File: src/rtl/joypad_p1_reg_pkg.sv
// Shared constants and helpers for the P1/JOYP joypad register.
// Row-select encodings are values of the select register (active-low row enables).
package joypad_p1_reg_pkg;

  localparam logic [15:0] JOYP_ADDR_DFLT = 16'hFF00;

  localparam int BTN_RIGHT = 0;
  localparam int BTN_DOWN  = 3;
  localparam int BTN_A     = 4;
  localparam int BTN_START = 7;

  localparam logic [1:0] SEL_DIR  = 2'b10;
  localparam logic [1:0] SEL_ACT  = 2'b01;
  localparam logic [1:0] SEL_BOTH = 2'b00;

  typedef enum logic {
    DB_STABLE   = 1'b0,
    DB_CHANGING = 1'b1
  } db_state_e;

  function automatic logic [3:0] row_mux(input logic [1:0] sel,
                                         input logic [3:0] dir_row,
                                         input logic [3:0] act_row);
    logic [3:0] row;
    case (sel)
      SEL_DIR:  row = dir_row;
      SEL_ACT:  row = act_row;
      SEL_BOTH: row = dir_row & act_row;
      default:  row = 4'hF;
    endcase
    return row;
  endfunction

endpackage

File: src/rtl/FFD_POSEDGE_SYNCRONOUS_RESET.sv
// Generic enabled D flip-flop bank with synchronous active-high reset.
module FFD_POSEDGE_SYNCRONOUS_RESET #(
  parameter int              SIZE        = 8,
  parameter logic [SIZE-1:0] RESET_VALUE = '0
) (
  input  logic            Clock,
  input  logic            Reset,
  input  logic            Enable,
  input  logic [SIZE-1:0] D,
  output logic [SIZE-1:0] Q
);

  // Storage with reset priority over enable
  always_ff @(posedge Clock) begin
    if (Reset) begin
      Q <= RESET_VALUE;
    end else if (Enable) begin
      Q <= D;
    end else begin
      Q <= Q;
    end
  end

endmodule

File: src/rtl/joypad_debounce.sv
// Single-button debouncer: a change on the synchronized input is accepted
// only after it has persisted for DEBOUNCE_CYCLES consecutive cycles.
module joypad_debounce
  import joypad_p1_reg_pkg::*;
#(
  parameter int DEBOUNCE_CYCLES = 16
) (
  input  logic Clock,
  input  logic Reset,
  input  logic iSync,
  output logic oDebounced
);

  localparam int              CW       = $clog2(DEBOUNCE_CYCLES + 1);
  localparam logic [CW-1:0] CNT_DONE = CW'(DEBOUNCE_CYCLES);

  db_state_e       state_q, state_d;
  logic [CW-1:0]   cnt_q, cnt_d, cnt_inc;
  logic            deb_q, deb_d;

  // The count includes the current mismatching cycle, so acceptance happens
  // on the edge that sees the DEBOUNCE_CYCLES-th consecutive mismatch.
  always_comb begin
    state_d = state_q;
    cnt_d   = cnt_q;
    deb_d   = deb_q;
    cnt_inc = (state_q == DB_CHANGING) ? cnt_q + CW'(1) : CW'(1);
    if (iSync == deb_q) begin
      state_d = DB_STABLE;
      cnt_d   = '0;
    end else if (cnt_inc == CNT_DONE) begin
      deb_d   = iSync;
      state_d = DB_STABLE;
      cnt_d   = '0;
    end else begin
      state_d = DB_CHANGING;
      cnt_d   = cnt_inc;
    end
  end

  always_ff @(posedge Clock) begin
    if (Reset) begin
      state_q <= DB_STABLE;
      cnt_q   <= '0;
      deb_q   <= 1'b1;
    end else begin
      state_q <= state_d;
      cnt_q   <= cnt_d;
      deb_q   <= deb_d;
    end
  end

  assign oDebounced = deb_q;

endmodule

File: src/rtl/joypad_p1_reg.sv
// P1/JOYP register: synchronizes and debounces the buttons, muxes the
// selected row onto the CPU read port and raises IRQ on selected falling edges.
module joypad_p1_reg
  import joypad_p1_reg_pkg::*;
#(
  parameter int          DEBOUNCE_CYCLES = 16,
  parameter logic [15:0] JOYP_ADDR       = JOYP_ADDR_DFLT
) (
  input  logic        Clock,
  input  logic        Reset,
  input  logic [7:0]  iButtons,
  input  logic [15:0] iAddr,
  input  logic        iWe,
  input  logic        iRe,
  input  logic [7:0]  iData,
  output logic [7:0]  oData,
  output logic        oIRQ,
  input  logic        iIRQAck
);

  logic [7:0] sync1_s, sync2_s, deb_s;
  logic [1:0] sel_q, sel_d;
  logic [3:0] nibble_s, nibble_prev_q;
  logic       irq_q, irq_d, fall_s, wr_hit_s, rd_hit_s;
  logic [7:0] rdata_q, rdata_d;
  logic       data_unused;

  FFD_POSEDGE_SYNCRONOUS_RESET #(.SIZE(8), .RESET_VALUE(8'hFF)) u_sync1 (
    .Clock(Clock), .Reset(Reset), .Enable(1'b1), .D(iButtons), .Q(sync1_s)
  );

  FFD_POSEDGE_SYNCRONOUS_RESET #(.SIZE(8), .RESET_VALUE(8'hFF)) u_sync2 (
    .Clock(Clock), .Reset(Reset), .Enable(1'b1), .D(sync1_s), .Q(sync2_s)
  );

  for (genvar i = 0; i < 8; i++) begin : g_deb
    joypad_debounce #(.DEBOUNCE_CYCLES(DEBOUNCE_CYCLES)) u_deb (
      .Clock(Clock), .Reset(Reset), .iSync(sync2_s[i]), .oDebounced(deb_s[i])
    );
  end

  assign data_unused = ^{iData[7:6], iData[3:0]};

  // A new falling edge outranks a same-cycle acknowledge so no press is lost.
  always_comb begin
    wr_hit_s = iWe && (iAddr == JOYP_ADDR);
    rd_hit_s = iRe && (iAddr == JOYP_ADDR);
    sel_d    = wr_hit_s ? iData[5:4] : sel_q;
    nibble_s = row_mux(sel_q, deb_s[BTN_DOWN:BTN_RIGHT], deb_s[BTN_START:BTN_A]);
    fall_s   = |(nibble_prev_q & ~nibble_s);
    if (fall_s) begin
      irq_d = 1'b1;
    end else if (iIRQAck) begin
      irq_d = 1'b0;
    end else begin
      irq_d = irq_q;
    end
    rdata_d = rd_hit_s ? {2'b11, sel_q, nibble_s} : 8'hFF;
  end

  always_ff @(posedge Clock) begin
    if (Reset) begin
      sel_q         <= 2'b11;
      nibble_prev_q <= 4'hF;
      irq_q         <= 1'b0;
      rdata_q       <= 8'hFF;
    end else begin
      sel_q         <= sel_d;
      nibble_prev_q <= nibble_s;
      irq_q         <= irq_d;
      rdata_q       <= rdata_d;
    end
  end

  assign oData = rdata_q;
  assign oIRQ  = irq_q;

endmodule
File: config.mk
export PLATFORM = sky130hd
export DESIGN_NAME = joypad_p1_reg
export DESIGN_NICKNAME = d
export VERILOG_FILES = /design/src/rtl/joypad_p1_reg_pkg.sv /design/src/rtl/FFD_POSEDGE_SYNCRONOUS_RESET.sv /design/src/rtl/joypad_debounce.sv /design/src/rtl/joypad_p1_reg.sv
export SDC_FILE = /design/constraint.sdc
export NUM_CORES = 1
export LEC_CHECK = 0
export ABC_AREA = 1
export CAP_MARGIN = 20
export CORE_UTILIZATION = 40
export CTS_BUF_LIST = sky130_fd_sc_hd__clkbuf_8 sky130_fd_sc_hd__clkbuf_16
export CTS_CLUSTER_SIZE = 12
export DETAILED_ROUTE_END_ITERATION = 12
export GPL_TIMING_DRIVEN = 0
export PLACE_DENSITY = 0.66
export SETUP_SLACK_MARGIN = 0.1
export SYNTH_ARGS = -nofsm -noshare
export SYNTH_HDL_FRONTEND = slang
export SYNTH_SLANG_ARGS = --single-unit
File: constraint.sdc
create_clock -name Clock -period 1.7 [get_ports Clock]
set_clock_uncertainty 0.05 [all_clocks]
set_input_delay 0.34 -clock Clock [delete_from_list [all_inputs] [get_ports Clock]]
set_output_delay 0.34 -clock Clock [all_outputs]
set_load 0.05 [all_outputs]
---- After elaboration in Yosys (flattened, before gate mapping) ----
Index checks and enable logic that the tools add are counted.
word-level totals
  flip-flop bits (word level) ............. 87
  input bits .............................. 37
  output and inout bits ................... 9
  logic and storage cells ................. 119
cells by class
  $add $sub $neg .......................... 8
  eq/ne operators ......................... 19
  mux-type cells .......................... 19
  bitwise logic cells ..................... 12
  reduce and logical (&&, ||, !) cells .... 30
operators by type and width
  kind                    number
  $add A5 B1 Y5 const B   8
  $eq A5 B5 Y1 const B    8
  $mux W5                 8
  $reduce_or A3 Y1        8
  $reduce_or A2 Y1        9
  $eq A16 B16 Y1 const B  1
  $reduce_and A2 Y1       8
  $pmux W4 S3             1
  $mux W1                 10
  $not A1 Y1              9
  $and A4 B4 Y4           2
  $eq A1 B1 Y1            8
  $not A4 Y4              1
  $reduce_or A4 Y1        1
  $eq A2 B1 Y1 const B    1
  $eq A2 B2 Y1 const B    1
  $logic_and A1 B1 Y1     2
  $logic_not A2 Y1        1
  $reduce_bool A2 Y1      1

---- Longest topological paths before layout ----
  word-level depth ........................ 6
  depth in mapped cells ................... 8
  gate-level depth less buffers ........... 8

---- Hierarchy ----
A second synthesis with hierarchy kept.
second synthesis, totals
  cell total of the unflattened synthesis .. 495
  area, all modules ....................... 3642.2 um^2
modules (own cells, without submodules)
  module                        times used  cells an instance  area each (um^2)  sequential area each (um^2)
  joypad_debounce               8           44                 317.8             140.1
  FFD_POSEDGE_SYNCRONOUS_RESET  2           35                 279.0             160.2
  joypad_p1_reg                 1           73                 541.8             260.2

---- Worst setup path before layout ----
OpenSTA, ideal clock, no wires.
  path kind ............................... reg2reg
  start point ............................. register g_deb[4].u_deb.cnt_q[0]
  end point ............................... register g_deb[4].u_deb.cnt_q[3]
  setup time .............................. 0.117 ns
  data arrival time ....................... 1.102 ns
  required time ........................... 1.533 ns
  slack ................................... 0.431 ns
  stages on the path, launching flop included .. 8
  path buffers ............................ 0
  clock period less this slack ............ 1.269 ns
  path through ............................ dfxtp_1 > ha_1 > nand2_1 > nand2_1 > nor2_1 > nand3_2 > nand2_2 > nor2_1
between the ends
  cells in the longest elaborated chain, start to end .. 4
RTL lines
  item                        RTL line               source
  start, declared             joypad_debounce.sv:18  logic [CW-1:0] cnt_q, cnt_d, cnt_inc;
  start signal, assigned      joypad_debounce.sv:48  cnt_q <= cnt_d;
  $add A5 B1 Y5 *             joypad_debounce.sv:27  cnt_inc = (state_q == DB_CHANGING) ? cnt_q + CW'(1) : CW'(1);
  $mux W5 *                   joypad_debounce.sv:27
  $eq A5 B5 Y1                joypad_debounce.sv:31  end else if (cnt_inc == CNT_DONE) begin
  $reduce_or A3 Y1 (no line)  n/a
Mark *: on every way between the ends. The rest lies on a longest branch, timed or not.
A chain may end at the register's enable or synchronous reset.

---- Worst setup path after layout ----
  start point ............................. register rdata_q[2] (netlist: oData[2])
  end point ............................... output oData[2]
RTL lines
  item                    RTL line             source
  start, declared         joypad_p1_reg.sv:25  logic [7:0] rdata_q, rdata_d;
  start signal, assigned  joypad_p1_reg.sv:71  rdata_q <= rdata_d;
  end, declared           joypad_p1_reg.sv:16  output logic [7:0] oData,
No word-level cell between the ends.

==> flow_results.org <==
** Final layout
- In the final layout, the share of cells above drive strength 1 is 0.1377.
- Fill cells in the final layout number between 800 and 900.
- Diode insertion count for antenna repair :: 0
- Compared with the post-synthesis result, the final layout area differs by 18.13%.
- Post-layout utilization of the core :: 0.4921
- In the final design database the tool counted 536 nets.

** Floorplanning
- Core outline area :: between 8000 and 9000 µm²
- I/O pin count :: 46
- Chip height :: 94.97 µm
- Area of the die :: between 9000 and 10,000 µm²
- For this configuration, the core starts out at a cell density of 0.4166.
- The floorplan has 33 rows.
- In this run the horizontal extent of the chip is between 90 and 100 µm.

** Critical path
- In this design, the stage delay of the slowest critical-path cell is ~0.50 ns.
- Counting cells, the worst reg-to-reg path comes to 8.
- STA classifies the critical path endpoint as a primary output.
- Kind of cell with the highest combined delay on the critical path :: buffers and inverters
- Cells traversed along the worst timing path :: clkdlybuf4s15_1
- Critical path launch point type :: flop
- Worst path bufs/invs :: 1
- Data on the critical path arrives at its endpoint at 1.16 ns.
- In this run the critical register-to-register path is captured at g_deb[0].u_deb.cnt_q[2].
- CP Class :: flop to primary output
- Required time at the worst-slack endpoint :: 1.31 ns
- Worst reg-to-reg setup slack :: approximately 0.27 ns
- Startpoint of the worst register-to-register path :: g_deb[0].u_deb.cnt_q[0]
- The slowest stage of the critical path belongs to the cell sky130_fd_sc_hd__clkdlybuf4s15_1.
- Along the worst path, the maximum fanout reaches 1.

** Clock tree
- After clock tree synthesis, the clock-pin slew on the worst setup and hold paths is roughly 0.070 ns.
- Maximum clock insertion buffer count :: 2
- Sinks on Clock Net :: between 80 and 90
- TritonCTS built the clock tree.
- Root buffer selected by CTS :: sky130_fd_sc_hd__clkbuf_8
- Clock latency on the worst-skew pair, taken at its later pin, is between 0.3 and 0.4 ns.
- The number of hold buffers added after CTS was 0.
- H-tree levels :: 3
- Clock tree synthesis inserted a total of 9 buffers.

** Logic synthesis
- Number of warnings printed during yosys synthesis :: 0
- Of the total synthesized cell area, the portion taken by AND, OR, NAND and NOR gates is 0.3800.
- Mux contribution to synthesized area :: 0
- Post-synthesis adder-cell area fraction :: 0.02895
- The synthesized-area fraction occupied by ao, oa, aoi and oai cells is 0.01737.
- After technology mapping, the gate count stands at 442.
- The synthesized netlist contains 21 unique library cells.
- Of the total synthesized cell area, the portion taken by XOR and XNOR cells is 0.01267.
- Combinational family with the most area after synthesis :: simple AND/OR/NAND/NOR gates
- Seq/Total Area, Yosys :: 0.4922
- The synthesized netlist occupies a cell area of 3457 µm².
- The synthesized design contains 85 register bits.
- Dividing the synthesized area by the synthesized cell count gives ~7.8 µm².

** Global route
- Initial antenna violation count :: 0
- Pin count of the biggest net entering global routing :: 13
- Global routing finished with a remaining overflow of 0.
- The first global-routing pass estimated 10,430 µm of wire.
- For this run, the total global-route usage over all layers was measured as 0.1500.
- Number of global-route vias before repair :: approximately 2,400

** Power and ir drop
- Power spread over the standard cell area amounts to roughly 810 nW/µm².
- Sequential cell fraction of total power :: 0.615
- Leakage :: roughly 1.8 nW
- Power share of the combinational group :: 0.045
- Internal power :: around 2.6 mW
- Of the total power, the share spent switching nets is 0.2143.
- Clock group share of total power :: 0.340
- The worst-case IR drop observed on VDD is approximately 0.00042 V.
- Net switching component of the power :: about 0.71 mW

** Placement
- After legalization and detailed placement, the total HPWL measured around 4700 µm.
- Before CTS, the worst setup slack after placement is -0.08359 ns.
- Weighted congestion reported at the end of routability-driven placement :: between 0.7 and 0.8
- Number of buffer cells added on primary ports :: 37

** Job
- Max-cap violations in this run came to 0.

** Timing
- RSZ-0062 raised after global routing :: false
- Of the available clock period, the critical path in the final layout requires 0.9128.
- The number of hold-slack violations in the final timing report was 0.
- Max frequency :: ~640 MHz
- Counting I/O delays and the setup requirement, the final critical path takes 1.552 ns.
- Setup violators final :: 0
- The count of pins over their slew limit is 0.
- Fin Hold WS :: 0.3599 ns
- Worst Setup Slack, final :: 0.1483 ns

** Drt
- Number of DRC violations after detailed routing :: 0
- In the routed layout, each cell is associated on average with a via count of between 4 and 5.
- Once detail routing completed, the nets flagged for antenna violations numbered 0.
- For this block, the initial DRC count from the detailed router was 88.
- Routed wire per std cell :: between 10 and 15 µm
- Pre-antenna DRT Iters :: 4
- Vias :: roughly 2,800
- Total wire length after detailed routing :: around 6200 µm

** Hold path
- Min-delay src :: u_sync1.Q[5]
- The worst hold path terminates at u_sync2.Q[5].
- The worst hold path belongs to the class flop to flop.
- Along the worst hold path, the cell count comes to 1.

** Outcome
- Result of the run :: completed
## metal layers
metal / wire length [µm] / GRT usage / part of all wire / vias to the layer above
li1: - / - / - / 1502
met5: 0 / 0 / 0 / -
met4: 89 / 0.07197 / 0.014 / 0
met1: 2968 / 0.1863 / 0.48 / 1238
met2: 2931 / 0.2488 / 0.48 / 28
met3: 163 / 0.02899 / 0.026 / 7
## cell families after synthesis
kind of cell | after synthesis
other | 1
adders and majority gates | 8
DFF | 85
and+or+nand+nor | 272
AOI/OAI and AO/OA | 11
buffers and inverters | 60
xor gates and xnor gates | 5
## synthesized netlist by cell type
master / count / share of area
sky130_fd_sc_hd__a21oi_1: 3 / 0.0043
sky130_fd_sc_hd__and2_0: 1 / 0.0018
sky130_fd_sc_hd__buf_2: 1 / 0.0014
sky130_fd_sc_hd__buf_4: 2 / 0.0043
sky130_fd_sc_hd__clkbuf_1: 4 / 0.0043
sky130_fd_sc_hd__conb_1: 1 / 0.0011
sky130_fd_sc_hd__dfxtp_1: 85 / 0.49
sky130_fd_sc_hd__ha_1: 8 / 0.029
sky130_fd_sc_hd__inv_1: 53 / 0.058
sky130_fd_sc_hd__nand2_1: 85 / 0.092
sky130_fd_sc_hd__nand2_2: 8 / 0.014
sky130_fd_sc_hd__nand3_1: 36 / 0.052
sky130_fd_sc_hd__nand3_2: 16 / 0.046
sky130_fd_sc_hd__nand4_1: 26 / 0.047
sky130_fd_sc_hd__nor2_1: 76 / 0.083
sky130_fd_sc_hd__nor2_2: 8 / 0.014
sky130_fd_sc_hd__o21ai_0: 4 / 0.0058
sky130_fd_sc_hd__o22ai_1: 4 / 0.0072
sky130_fd_sc_hd__or2_2: 16 / 0.029
sky130_fd_sc_hd__xnor2_1: 4 / 0.010
sky130_fd_sc_hd__xor2_1: 1 / 0.0025
## worst reg2reg max path, cell delays in order, from the launching register on
cell and delay [ns]:
sky130_fd_sc_hd__dfxtp_1 0.38, sky130_fd_sc_hd__ha_1 0.23, sky130_fd_sc_hd__nand2_1 0.07, sky130_fd_sc_hd__nand2_1 0.06
sky130_fd_sc_hd__nor2_1 0.05, sky130_fd_sc_hd__nor2_1 0.17, sky130_fd_sc_hd__nand3_2 0.12, sky130_fd_sc_hd__nand2_2 0.13
sky130_fd_sc_hd__nor2_1 0.05
## layout by cell type, fill, tap and decap left out, types with 9 or more instances in the layout
cell type and instances:
sky130_fd_sc_hd__clkbuf_8 9, sky130_fd_sc_hd__clkdlybuf4s50_1 30, sky130_fd_sc_hd__dfxtp_1 85, sky130_fd_sc_hd__inv_1 55
sky130_fd_sc_hd__nand2_1 85, sky130_fd_sc_hd__nand3_1 36, sky130_fd_sc_hd__nand3_2 16, sky130_fd_sc_hd__nand4_1 26
sky130_fd_sc_hd__nor2_1 76, sky130_fd_sc_hd__or2_2 16
## flip-flops by register name, indices dropped and copies added (netlist names)
signal	flops
g_deb.u_deb.cnt_q	40
g_deb.u_deb.state_q	8
oData	6
nibble_prev_q	4
u_sync1.Q	8
oIRQ	1
g_deb.u_deb.oDebounced	8
sel_q	2
u_sync2.Q	8
## worst max path at each step
stage	cells after the start	slack [ns]	to	startpoint
3_3_place_gp	4	-0.12	oData[1]	Reset
3_5_place_dp	5	-0.08	g_deb[4].u_deb.cnt_q[1]	Reset
6_report	1	0.15	oData[2]	oData[2]
2_1_floorplan	7	0.43	g_deb[4].u_deb.cnt_q[3]	g_deb[4].u_deb.cnt_q[0]
5_1_grt	1	0.10	oData[2]	oData[2]
4_1_cts	1	0.10	oData[0]	oData[0]
## cell type report
type / count / area (µm²) / share of cell area
clock inverter: 5 / 22.52 / 0.005515
multi-input combinational: 298 / 1525 / 0.3735
tap: 105 / 131.4 / 0.03217
timing repair buffer: 37 / 345.3 / 0.08456
buffer: 7 / 35.03 / 0.008578
clock buffer: 9 / 123.9 / 0.03033
inverter: 53 / 198.9 / 0.04871
sequential: 85 / 1702 / 0.4167
## power by group through the flow
stage | sequential (mW) | clock (mW) | combinational (mW)
after floorplan | 2.08 | 0 | 0.0655
after global placement | 2.08 | 0 | 0.149
after detailed placement | 2.08 | 0 | 0.151
after CTS | 2.04 | 1.17 | 0.152
after global routing | 2.04 | 1.26 | 0.166
final | 2.04 | 1.13 | 0.150
## stage by stage
stage / setup TNS (ns) / power (mW) / instance area, µm² / cells
after floorplan: 0 / 2.143 / 3461 / 443
after global placement: -2.071 / 2.230 / 3963 / 585
after detailed placement: -1.919 / 2.234 / 3963 / 585
after CTS: 0 / 3.360 / 4109 / 599
after global routing: 0 / 3.464 / 4084 / 599
final: 0 / 3.312 / 4084 / 599
## timing repair
action | CTS | global route
setup endpoints to repair | 7 | 5
resized for setup | 14 | 5
cloned | 0 | 0
setup buffers | 0 | 0
Power figures use the tool's default switching activity.
